==> src/rtl/alu_mc_if.sv <==
// Request/response bundle for the multi-cycle ALU: operands and start in,
// registered results, HI/LO and the busy/done handshake out.
interface alu_mc_if #(
    parameter int WIDTH = 32
);
    logic             start;
    logic [WIDTH-1:0] a;
    logic [WIDTH-1:0] b;
    logic [3:0]       alu_control;
    logic [WIDTH-1:0] result;
    logic             zero;
    logic [WIDTH-1:0] hi;
    logic [WIDTH-1:0] lo;
    logic             busy;
    logic             done;
    logic             div_by_zero;
    logic [1:0]       dbg_state;

    // start is sampled only while busy=0; done pulses once per accepted op.
    modport master (
        output start, a, b, alu_control,
        input  result, zero, hi, lo, busy, done, div_by_zero, dbg_state
    );

    modport slave (
        input  start, a, b, alu_control,
        output result, zero, hi, lo, busy, done, div_by_zero, dbg_state
    );
endinterface

==> src/rtl/alu_mc.sv <==
// Registered EX-stage ALU: single-cycle logic/arithmetic ops plus iterative
// multu (shift-add) and divu (restoring) writing HI/LO.
module alu_mc #(
    parameter int WIDTH = 32,
    parameter int CNT_W = 6
) (
    input  logic     clk,
    input  logic     rst_n,
    alu_mc_if.slave  bus
);
    localparam logic [3:0] OP_AND   = 4'b0000;
    localparam logic [3:0] OP_OR    = 4'b0001;
    localparam logic [3:0] OP_XOR   = 4'b0011;
    localparam logic [3:0] OP_SUB   = 4'b0110;
    localparam logic [3:0] OP_SLTU  = 4'b0111;
    localparam logic [3:0] OP_NOR   = 4'b1000;
    localparam logic [3:0] OP_MULTU = 4'b1100;
    localparam logic [3:0] OP_DIVU  = 4'b1101;

    typedef enum logic [1:0] {IDLE = 2'd0, MUL = 2'd1, DIV = 2'd2} state_e;

    state_e             state_q, state_d;
    logic [CNT_W-1:0]   cnt_q, cnt_d;
    logic [WIDTH-1:0]   opnd_q, opnd_d;
    logic [2*WIDTH-1:0] acc_q, acc_d;
    logic [WIDTH-1:0]   result_q, result_d;
    logic [WIDTH-1:0]   hi_q, hi_d;
    logic [WIDTH-1:0]   lo_q, lo_d;
    logic               zero_q, zero_d;
    logic               done_q, done_d;
    logic               dbz_q, dbz_d;

    logic [WIDTH-1:0]   alu_res;
    logic [WIDTH:0]     mul_sum;
    logic [WIDTH:0]     div_shift;
    logic [WIDTH:0]     div_diff;
    logic [2*WIDTH-1:0] mul_next;
    logic [2*WIDTH-1:0] div_next;

    always_comb begin
        alu_res = bus.a + bus.b;
        case (bus.alu_control)
            OP_AND:  alu_res = bus.a & bus.b;
            OP_OR:   alu_res = bus.a | bus.b;
            OP_XOR:  alu_res = bus.a ^ bus.b;
            OP_SUB:  alu_res = bus.a - bus.b;
            OP_SLTU: alu_res = {{(WIDTH-1){1'b0}}, bus.a < bus.b};
            OP_NOR:  alu_res = ~(bus.a | bus.b);
            default: alu_res = bus.a + bus.b;
        endcase
    end

    // acc holds {upper, lower}: product/multiplier for MUL, remainder/quotient for DIV.
    always_comb begin
        mul_sum   = {1'b0, acc_q[2*WIDTH-1:WIDTH]} + (acc_q[0] ? {1'b0, opnd_q} : '0);
        mul_next  = {mul_sum, acc_q[WIDTH-1:1]};
        div_shift = {acc_q[2*WIDTH-1:WIDTH], acc_q[WIDTH-1]};
        div_diff  = div_shift - {1'b0, opnd_q};
        div_next  = div_diff[WIDTH] ? {div_shift[WIDTH-1:0], acc_q[WIDTH-2:0], 1'b0}
                                    : {div_diff[WIDTH-1:0], acc_q[WIDTH-2:0], 1'b1};
    end

    always_comb begin
        state_d  = state_q;
        cnt_d    = cnt_q;
        opnd_d   = opnd_q;
        acc_d    = acc_q;
        result_d = result_q;
        hi_d     = hi_q;
        lo_d     = lo_q;
        dbz_d    = dbz_q;
        done_d   = 1'b0;
        case (state_q)
            IDLE: begin
                if (bus.start) begin
                    if (bus.alu_control == OP_MULTU) begin
                        opnd_d  = bus.a;
                        acc_d   = {{WIDTH{1'b0}}, bus.b};
                        cnt_d   = CNT_W'(WIDTH);
                        state_d = MUL;
                    end else if (bus.alu_control == OP_DIVU) begin
                        if (bus.b == '0) begin
                            hi_d     = bus.a;
                            lo_d     = '1;
                            result_d = '1;
                            dbz_d    = 1'b1;
                            done_d   = 1'b1;
                        end else begin
                            opnd_d  = bus.b;
                            acc_d   = {{WIDTH{1'b0}}, bus.a};
                            cnt_d   = CNT_W'(WIDTH);
                            state_d = DIV;
                        end
                    end else begin
                        result_d = alu_res;
                        done_d   = 1'b1;
                    end
                end
            end
            MUL, DIV: begin
                acc_d = (state_q == MUL) ? mul_next : div_next;
                cnt_d = cnt_q - 1'b1;
                if (cnt_q == CNT_W'(1)) begin
                    hi_d     = acc_d[2*WIDTH-1:WIDTH];
                    lo_d     = acc_d[WIDTH-1:0];
                    result_d = acc_d[WIDTH-1:0];
                    if (state_q == DIV) begin
                        dbz_d = 1'b0;
                    end
                    done_d  = 1'b1;
                    state_d = IDLE;
                end
            end
            default: state_d = IDLE;
        endcase
        zero_d = (result_d == '0);
    end

    always_ff @(posedge clk) begin
        if (!rst_n) begin
            state_q  <= IDLE;
            cnt_q    <= '0;
            opnd_q   <= '0;
            acc_q    <= '0;
            result_q <= '0;
            zero_q   <= 1'b1;
            hi_q     <= '0;
            lo_q     <= '0;
            done_q   <= 1'b0;
            dbz_q    <= 1'b0;
        end else begin
            state_q  <= state_d;
            cnt_q    <= cnt_d;
            opnd_q   <= opnd_d;
            acc_q    <= acc_d;
            result_q <= result_d;
            zero_q   <= zero_d;
            hi_q     <= hi_d;
            lo_q     <= lo_d;
            done_q   <= done_d;
            dbz_q    <= dbz_d;
        end
    end

    assign bus.result      = result_q;
    assign bus.zero        = zero_q;
    assign bus.hi          = hi_q;
    assign bus.lo          = lo_q;
    assign bus.busy        = (state_q != IDLE);
    assign bus.done        = done_q;
    assign bus.div_by_zero = dbz_q;
    assign bus.dbg_state   = state_q;
endmodule

==> src/flat_wrapper.sv <==
// flat-port wrapper written by rule: the top's interface ports become plain ports
module alu_mc_flat 
#(
    parameter int WIDTH = 32,
    parameter int CNT_W = 6
)
  (clk, rst_n, bus_start, bus_a, bus_b, bus_alu_control, bus_result, bus_zero, bus_hi, bus_lo, bus_busy, bus_done, bus_div_by_zero, bus_dbg_state);
  alu_mc_if #(.WIDTH(WIDTH)) bus_i ();
  input  logic clk;
  input  logic rst_n;
  input wire logic [$bits(bus_i.start)-1:0] bus_start;
  input wire logic [$bits(bus_i.a)-1:0] bus_a;
  input wire logic [$bits(bus_i.b)-1:0] bus_b;
  input wire logic [$bits(bus_i.alu_control)-1:0] bus_alu_control;
  output wire logic [$bits(bus_i.result)-1:0] bus_result;
  output wire logic [$bits(bus_i.zero)-1:0] bus_zero;
  output wire logic [$bits(bus_i.hi)-1:0] bus_hi;
  output wire logic [$bits(bus_i.lo)-1:0] bus_lo;
  output wire logic [$bits(bus_i.busy)-1:0] bus_busy;
  output wire logic [$bits(bus_i.done)-1:0] bus_done;
  output wire logic [$bits(bus_i.div_by_zero)-1:0] bus_div_by_zero;
  output wire logic [$bits(bus_i.dbg_state)-1:0] bus_dbg_state;
  assign bus_i.start = bus_start;
  assign bus_i.a = bus_a;
  assign bus_i.b = bus_b;
  assign bus_i.alu_control = bus_alu_control;
  assign bus_result = bus_i.result;
  assign bus_zero = bus_i.zero;
  assign bus_hi = bus_i.hi;
  assign bus_lo = bus_i.lo;
  assign bus_busy = bus_i.busy;
  assign bus_done = bus_i.done;
  assign bus_div_by_zero = bus_i.div_by_zero;
  assign bus_dbg_state = bus_i.dbg_state;
  alu_mc #(.WIDTH(WIDTH), .CNT_W(CNT_W)) u_core (.clk(clk), .rst_n(rst_n), .bus(bus_i));
endmodule
==> config.mk <==
export PLATFORM = sky130hd
export DESIGN_NAME = alu_mc_flat
export DESIGN_NICKNAME = d
export VERILOG_FILES = /design/src/rtl/alu_mc_if.sv /design/src/rtl/alu_mc.sv /design/src/flat_wrapper.sv
export SDC_FILE = /design/constraint.sdc
export NUM_CORES = 1
export LEC_CHECK = 0
export BUFFER_PORTS_ARGS = -buffer_cell sky130_fd_sc_hd__buf_2
export CORE_ASPECT_RATIO = 0.9
export CORE_MARGIN = 8
export CORE_UTILIZATION = 40
export CTS_CLUSTER_SIZE = 10
export DETAILED_ROUTE_END_ITERATION = 8
export PLACE_DENSITY_LB_ADDON = 0.3
export SYNTH_ARGS = -nofsm -noshare
export SYNTH_HDL_FRONTEND = slang
export SYNTH_SLANG_ARGS = --single-unit
==> constraint.sdc <==
create_clock -name clk -period 6.95 [get_ports clk]
set_input_delay 1.39 -clock clk [delete_from_list [all_inputs] [get_ports clk]]
set_output_delay 1.39 -clock clk [all_outputs]
set_load 0.01 [all_outputs]
**After elaboration in Yosys (flattened, before gate mapping)**

Index checks and enable logic that the tools add are counted.

- Register bits after elaboration: 203
- Bits of input ports: 71
- Output and inout port bits: 102
- Word-level logic and storage cells: 106

- Add/sub/neg operators: 5
- Order comparisons: 1
- Equality and inequality tests: 19
- Muxes and demuxes: 54
- Bitwise gates (word level): 4
- Reductions and logical operators: 13

Operator list:

| cell | count |
|---|---|
| 2-to-1 mux 32 bit | 19 |
| 2-to-1 mux 64 bit | 6 |
| case mux 32 bit (2 select lines) | 3 |
| case mux 32 bit (6 select lines) | 1 |
| case mux 64 bit (2 select lines) | 1 |
| logical NOT 32 bit | 2 |
| adder 32 x 33 -> 33 bit | 1 |
| subtractor 33 x 32 -> 33 bit | 1 |
| adder 32 bit | 1 |
| AND 32 bit | 1 |
| less-than comparator 32 bit | 1 |
| NOT 32 bit | 1 |
| OR 32 bit | 1 |
| subtractor 32 bit | 1 |
| XOR 32 bit | 1 |
| 2-to-1 mux 6 bit | 4 |
| equality test 4 bit, second input constant | 3 |
| case mux 6 bit (2 select lines) | 1 |
| AND reduction 4 bit | 3 |
| 2-to-1 mux 1 bit | 11 |
| 2-to-1 mux 2 bit | 5 |
| inequality test 2 x 1 -> 1 bit, second input constant | 5 |
| equality test 4 x 3 -> 1 bit, second input constant | 2 |
| AND reduction 7 bit | 1 |
| other kinds (16) | 20 |

**Logic depth before layout (Yosys ltp)**

- Depth after elaboration: 8
- Mapped depth: 17
- Mapped depth without buffers: 15

**Worst setup path before layout**

OpenSTA, ideal clock, no wires.

- Path kind: input port to flip-flop
- Start: input port bus_a[0]
- End: register u_core.zero_q (netlist: u_core.bus.zero)
- Library setup time: 0.096 ns
- Data arrival time: 4.926 ns
- Path slack: 1.928 ns
- Cell stages on the path: 14
- Buffers on the path: 0
- Path through: inv_1 -> ha_1 -> fa_1 -> or2_4 -> a2111oi_4 -> o21ai_2 -> a31oi_2 -> xnor2_1 -> a2111oi_1 -> a211o_2 -> nand2_1 -> or4b_1 -> or4_1 -> o41ai_2

- Cells in the longest elaborated chain, start to end: 8

Ends and longest elaborated chain:

| item | line | text |
|---|---|---|
| from (decl) | flat_wrapper.sv:12 | `input wire logic [$bits(bus_i.a)-1:0] bus_a;` |
| branches (longest 2 deep; another with adder 32 bit) | -- |  |
| case mux 32 bit (6 select lines) (*) | alu_mc.sv:42 | `case (bus.alu_control)` |
| 2-to-1 mux 32 bit (*) | alu_mc.sv:81 | `end else if (bus.alu_control == OP_DIVU) begin` |
| 2-to-1 mux 32 bit (*) | alu_mc.sv:76 | `if (bus.alu_control == OP_MULTU) begin` |
| 2-to-1 mux 32 bit (*) | alu_mc.sv:75 | `if (bus.start) begin` |
| case mux 32 bit (2 select lines) (*) | alu_mc.sv:73 | `case (state_q)` |
| logical NOT 32 bit (*) | alu_mc.sv:116 | `zero_d = (result_d == '0);` |
| to (signal assigned) | alu_mc.sv:137 | `zero_q <= zero_d;` |
| to (decl) | alu_mc.sv:29 | `logic zero_q, zero_d;` |

Mark *: on every way between the ends.
A chain may end at the register's enable or synchronous reset.

**Worst setup path after layout**

- Start: input port bus_b[0]
- End: register u_core.zero_q (netlist: u_core.bus.zero)

- Cells in the longest elaborated chain, start to end: 8

Ends and longest elaborated chain:

| item | line | text |
|---|---|---|
| from (decl) | flat_wrapper.sv:13 | `input wire logic [$bits(bus_i.b)-1:0] bus_b;` |
| branches (longest 3 deep; another with adder 32 bit) | -- |  |
| 2-to-1 mux 32 bit (*) | alu_mc.sv:81 |  |
| 2-to-1 mux 32 bit (*) | alu_mc.sv:76 |  |
| 2-to-1 mux 32 bit (*) | alu_mc.sv:75 |  |
| case mux 32 bit (2 select lines) (*) | alu_mc.sv:73 |  |
| logical NOT 32 bit (*) | alu_mc.sv:116 |  |

Marked as above.

==> flow_summary_export.csv <==
group,metric,value,unit
final_layout,layout_common_cells,"nor2_1, a21oi_1, nand2_1",
drt,wl_per_cell,26.8,um
final_layout,fin_nets,2980,
job,maxCapViolations,0,
min_path,min_path_cells,2,
global_routing,overflow,0,
setup_path,crit_path_frequent_cell,"a21oi_1",
timing,fin_crit_sh,0.781,
setup_path,crit_slowest_cell,"or4_1",
floorplanning,die_h,226,um
setup_path,rr_startpoint,"u_core.acc_q[31]",
timing,period_needed,5.43,ns
clock_tree,root_buffer,"clkbuf_16",
min_path,hold_path.class,"flip-flop to flip-flop",
drt,ant_nets,0,
synthesis,synth_area,0.0196,mm2
place,gp_congestion,0.990,
timing,slew_headroom,0.147,
synthesis,synth_edf_count,0,
timing,setup_violations,0,
clock_tree,cts_setup_buffers,0,
final_layout,drive_above_1_share,0.118,
floorplanning,rows,77,
timing,tightest_slew,1.28,ns
final_layout,syn_to_final_growth,10.2,%
synthesis,async_flop_share,0,
timing,finalMaxSlewViolations,0,
global_routing,grtUsageTotal,0.303,
timing,finalWorstSetupSlack,1.52,ns
pwr,p_leak,8.61,nW
clock_tree,cts_tree,"done",
clock_tree,htree_num_levels,1,
final_layout,stdcell_area,0.0216,mm2
global_routing,grt_pass1_wl,133,mm
setup_path,startpoint,"bus_b[0]",
pwr,ir_worst_vdd,0.140,mV
drt,vias,22100,
drt,firstDrtPassIters,6,
clock_tree,numCtsBuffers,24,
setup_path,reg2regPathDepth,15,
floorplanning,core,0.0488,mm2
timing,skew,0.0156,ns
clock_tree,clkLatencyLatePin,0.54,ns
synthesis,yosys_warnings,0,
setup_path,critPathArrivalTime,5.88,ns
global_routing,antenna_found_initial,5,
setup_path,cpPeakStageDelay,0.57,ns
setup_path,reg2reg_slack,1.74,ns
drt,viasPerCell,6.54,
clock_tree,ctsResizeCount,0,
timing,fmax,184,MHz
floorplanning,die_area,0.0564,mm2
clock_tree,postCtsHoldBufs,0,
synthesis,ys.flop_type,"dfxtp_1",
global_routing,grt_max_degree,68,
synthesis,syn_area_per_cell,7.33,um2
place,place_area,0.0210,mm2
setup_path,crit_type,"input pin to flip-flop",
setup_path,endpoint_kind,"flip-flop",
setup_path,critPathMaxFanout,7,
synthesis,synth.distinct_cells,97,
final_layout,utilization,0.443,
drt,drt_iter0_drc,2625,
final_layout,final_common_cell,"nor2_1",
setup_path,timing.rr.end,"u_core.bus.hi[25]",
clock_tree,numClockSinks,203,
setup_path,cp.required,7.40,ns
min_path,hold_start,"u_core.acc_q[8]",
drt,drc,0,
floorplanning,io_pins,173,
clock_tree,clkTransAtPathRegs,0.07,ns
clock_tree,clockBufferDepth,3,
run_status,status,"finished, final reports clean",
floorplanning,fp.dieW,250,um
drt,routed_wl,90.5,mm
global_routing,grt_pass1_vias,20600,
synthesis,ys_ff_latch,203,
setup_path,cp-endpoint,"u_core.bus.zero",
setup_path,path_cells,"buf_2 > ha_1 > fa_1 > a211oi_1 > o211ai_1 > a21oi_1 > nand2_1 > a32o_1 > a21oi_1 > a21oi_1 > o21ai_0 > or4b_1 > or4_1 > o41ai_2",
synthesis,ys_seq_area_frac,0.207,
pwr,power_density,179,mW/mm2
floorplanning,start_util,0.402,
place,io_buffers,172,
synthesis,syn_inst,2678,
place,post-place-ws,1.13,ns
final_layout,fillers,5048,
synthesis,syn-num-nets,2920,
timing,rsz0062_at_grt,"no",
timing,final-hold-violation-count,0,
place,dp_hpwl,69.5,mm
setup_path,cp-start-kind,"input pin",
timing,tns,0,ns
[state kept, by name (all words and copies together) (netlist names), 2 cells and up]
signal                flops
u_core.bus.result        32
u_core.acc_q             64
u_core.bus.lo            32
u_core.cnt_q              6
u_core.bus.dbg_state      2
u_core.opnd_q            32
u_core.bus.hi            32
[worst max-delay path, delay by kind of cell]
kind | cells | cell delay, ns
compound gates | 8 | 2.33
simple gates | 3 | 1.28
fa+ha+maj | 2 | 0.74
buf+inv | 1 | 0.15
[synthesized netlist by cell type, types with 15 or more instances]
| cell type | count | area (um2) |
|---|---|---|
| xnor2_1 | 49 | 429 |
| a21oi_1 | 233 | 1170 |
| and2_1 | 61 | 382 |
| o21a_1 | 25 | 188 |
| a31oi_1 | 42 | 263 |
| nand3_1 | 61 | 305 |
| o31ai_1 | 20 | 150 |
| o211ai_1 | 56 | 420 |
| and3_1 | 22 | 138 |
| clkbuf_1 | 151 | 567 |
| nand4_1 | 19 | 119 |
| ha_1 | 167 | 2090 |
| o2111ai_1 | 20 | 175 |
| inv_1 | 146 | 548 |
| a21o_1 | 56 | 420 |
| a22oi_1 | 16 | 120 |
| nor2b_1 | 24 | 150 |
| nor3_1 | 80 | 400 |
| nor4_1 | 28 | 175 |
| nor2_1 | 295 | 1110 |
| o21ai_0 | 167 | 836 |
| nand2_1 | 223 | 837 |
| a2111oi_0 | 15 | 131 |
| a211oi_1 | 73 | 548 |
| mux2i_1 | 78 | 781 |
| dfxtp_1 | 203 | 4060 |
| xor2_1 | 15 | 131 |
| a221oi_1 | 22 | 193 |
[routing by layer]
layer,up-vias,global-route usage,wire length (um)
li1,9985,-,-
met1,10700,0.402,38500
met2,1193,0.468,38800
met3,216,0.0606,8360
met4,6,0.144,4870
met5,-,0,35
[how the worst min path moves through the flow]
stage,end
after floorplan,u_core.acc_q[2]
after global placement,u_core.acc_q[23]
after detailed placement,u_core.acc_q[8]
after CTS,u_core.acc_q[8]
after global routing,u_core.acc_q[8]
final,u_core.acc_q[8]
[through the flow]
stage	power, mW	cells	hold WS [ns]
floorplan	2.19	2678	0.445
global placement	2.67	3344	0.461
detailed placement	2.67	3344	0.463
CTS	3.83	3374	0.473
global route	4.02	3374	0.482
finish	3.87	3375	0.473
[cell families after synthesis]
kind of cell               after synthesis  share of synthesized area
AOI/OAI and AO/OA                      938                      0.330
and+or+nand+nor                        883                      0.211
buffers and inverters                  331                     0.0677
DFF                                    203                      0.207
adders and majority gates              171                      0.110
muxes                                   88                     0.0455
xor gates and xnor gates                64                     0.0285
[power by group]
part / leakage, nW / internal (mW) / switching, mW
sequential: 1.65 / 1.23 / 0.0729
clock: 0.326 / 0.658 / 0.507
combinational: 6.63 / 0.484 / 0.919
total: 8.61 / 2.37 / 1.50
[cell type report]
type	count	area, um2	area share
sequential	203	4060	0.188
inverter	148	558	0.0258
multi-input combinational	2144	14400	0.664
tap	632	791	0.0366
antenna	1	2.50	0.000116
clock buffer	30	664	0.0307
timing repair buffer	217	1200	0.0554
Power figures use the tool's default switching activity.
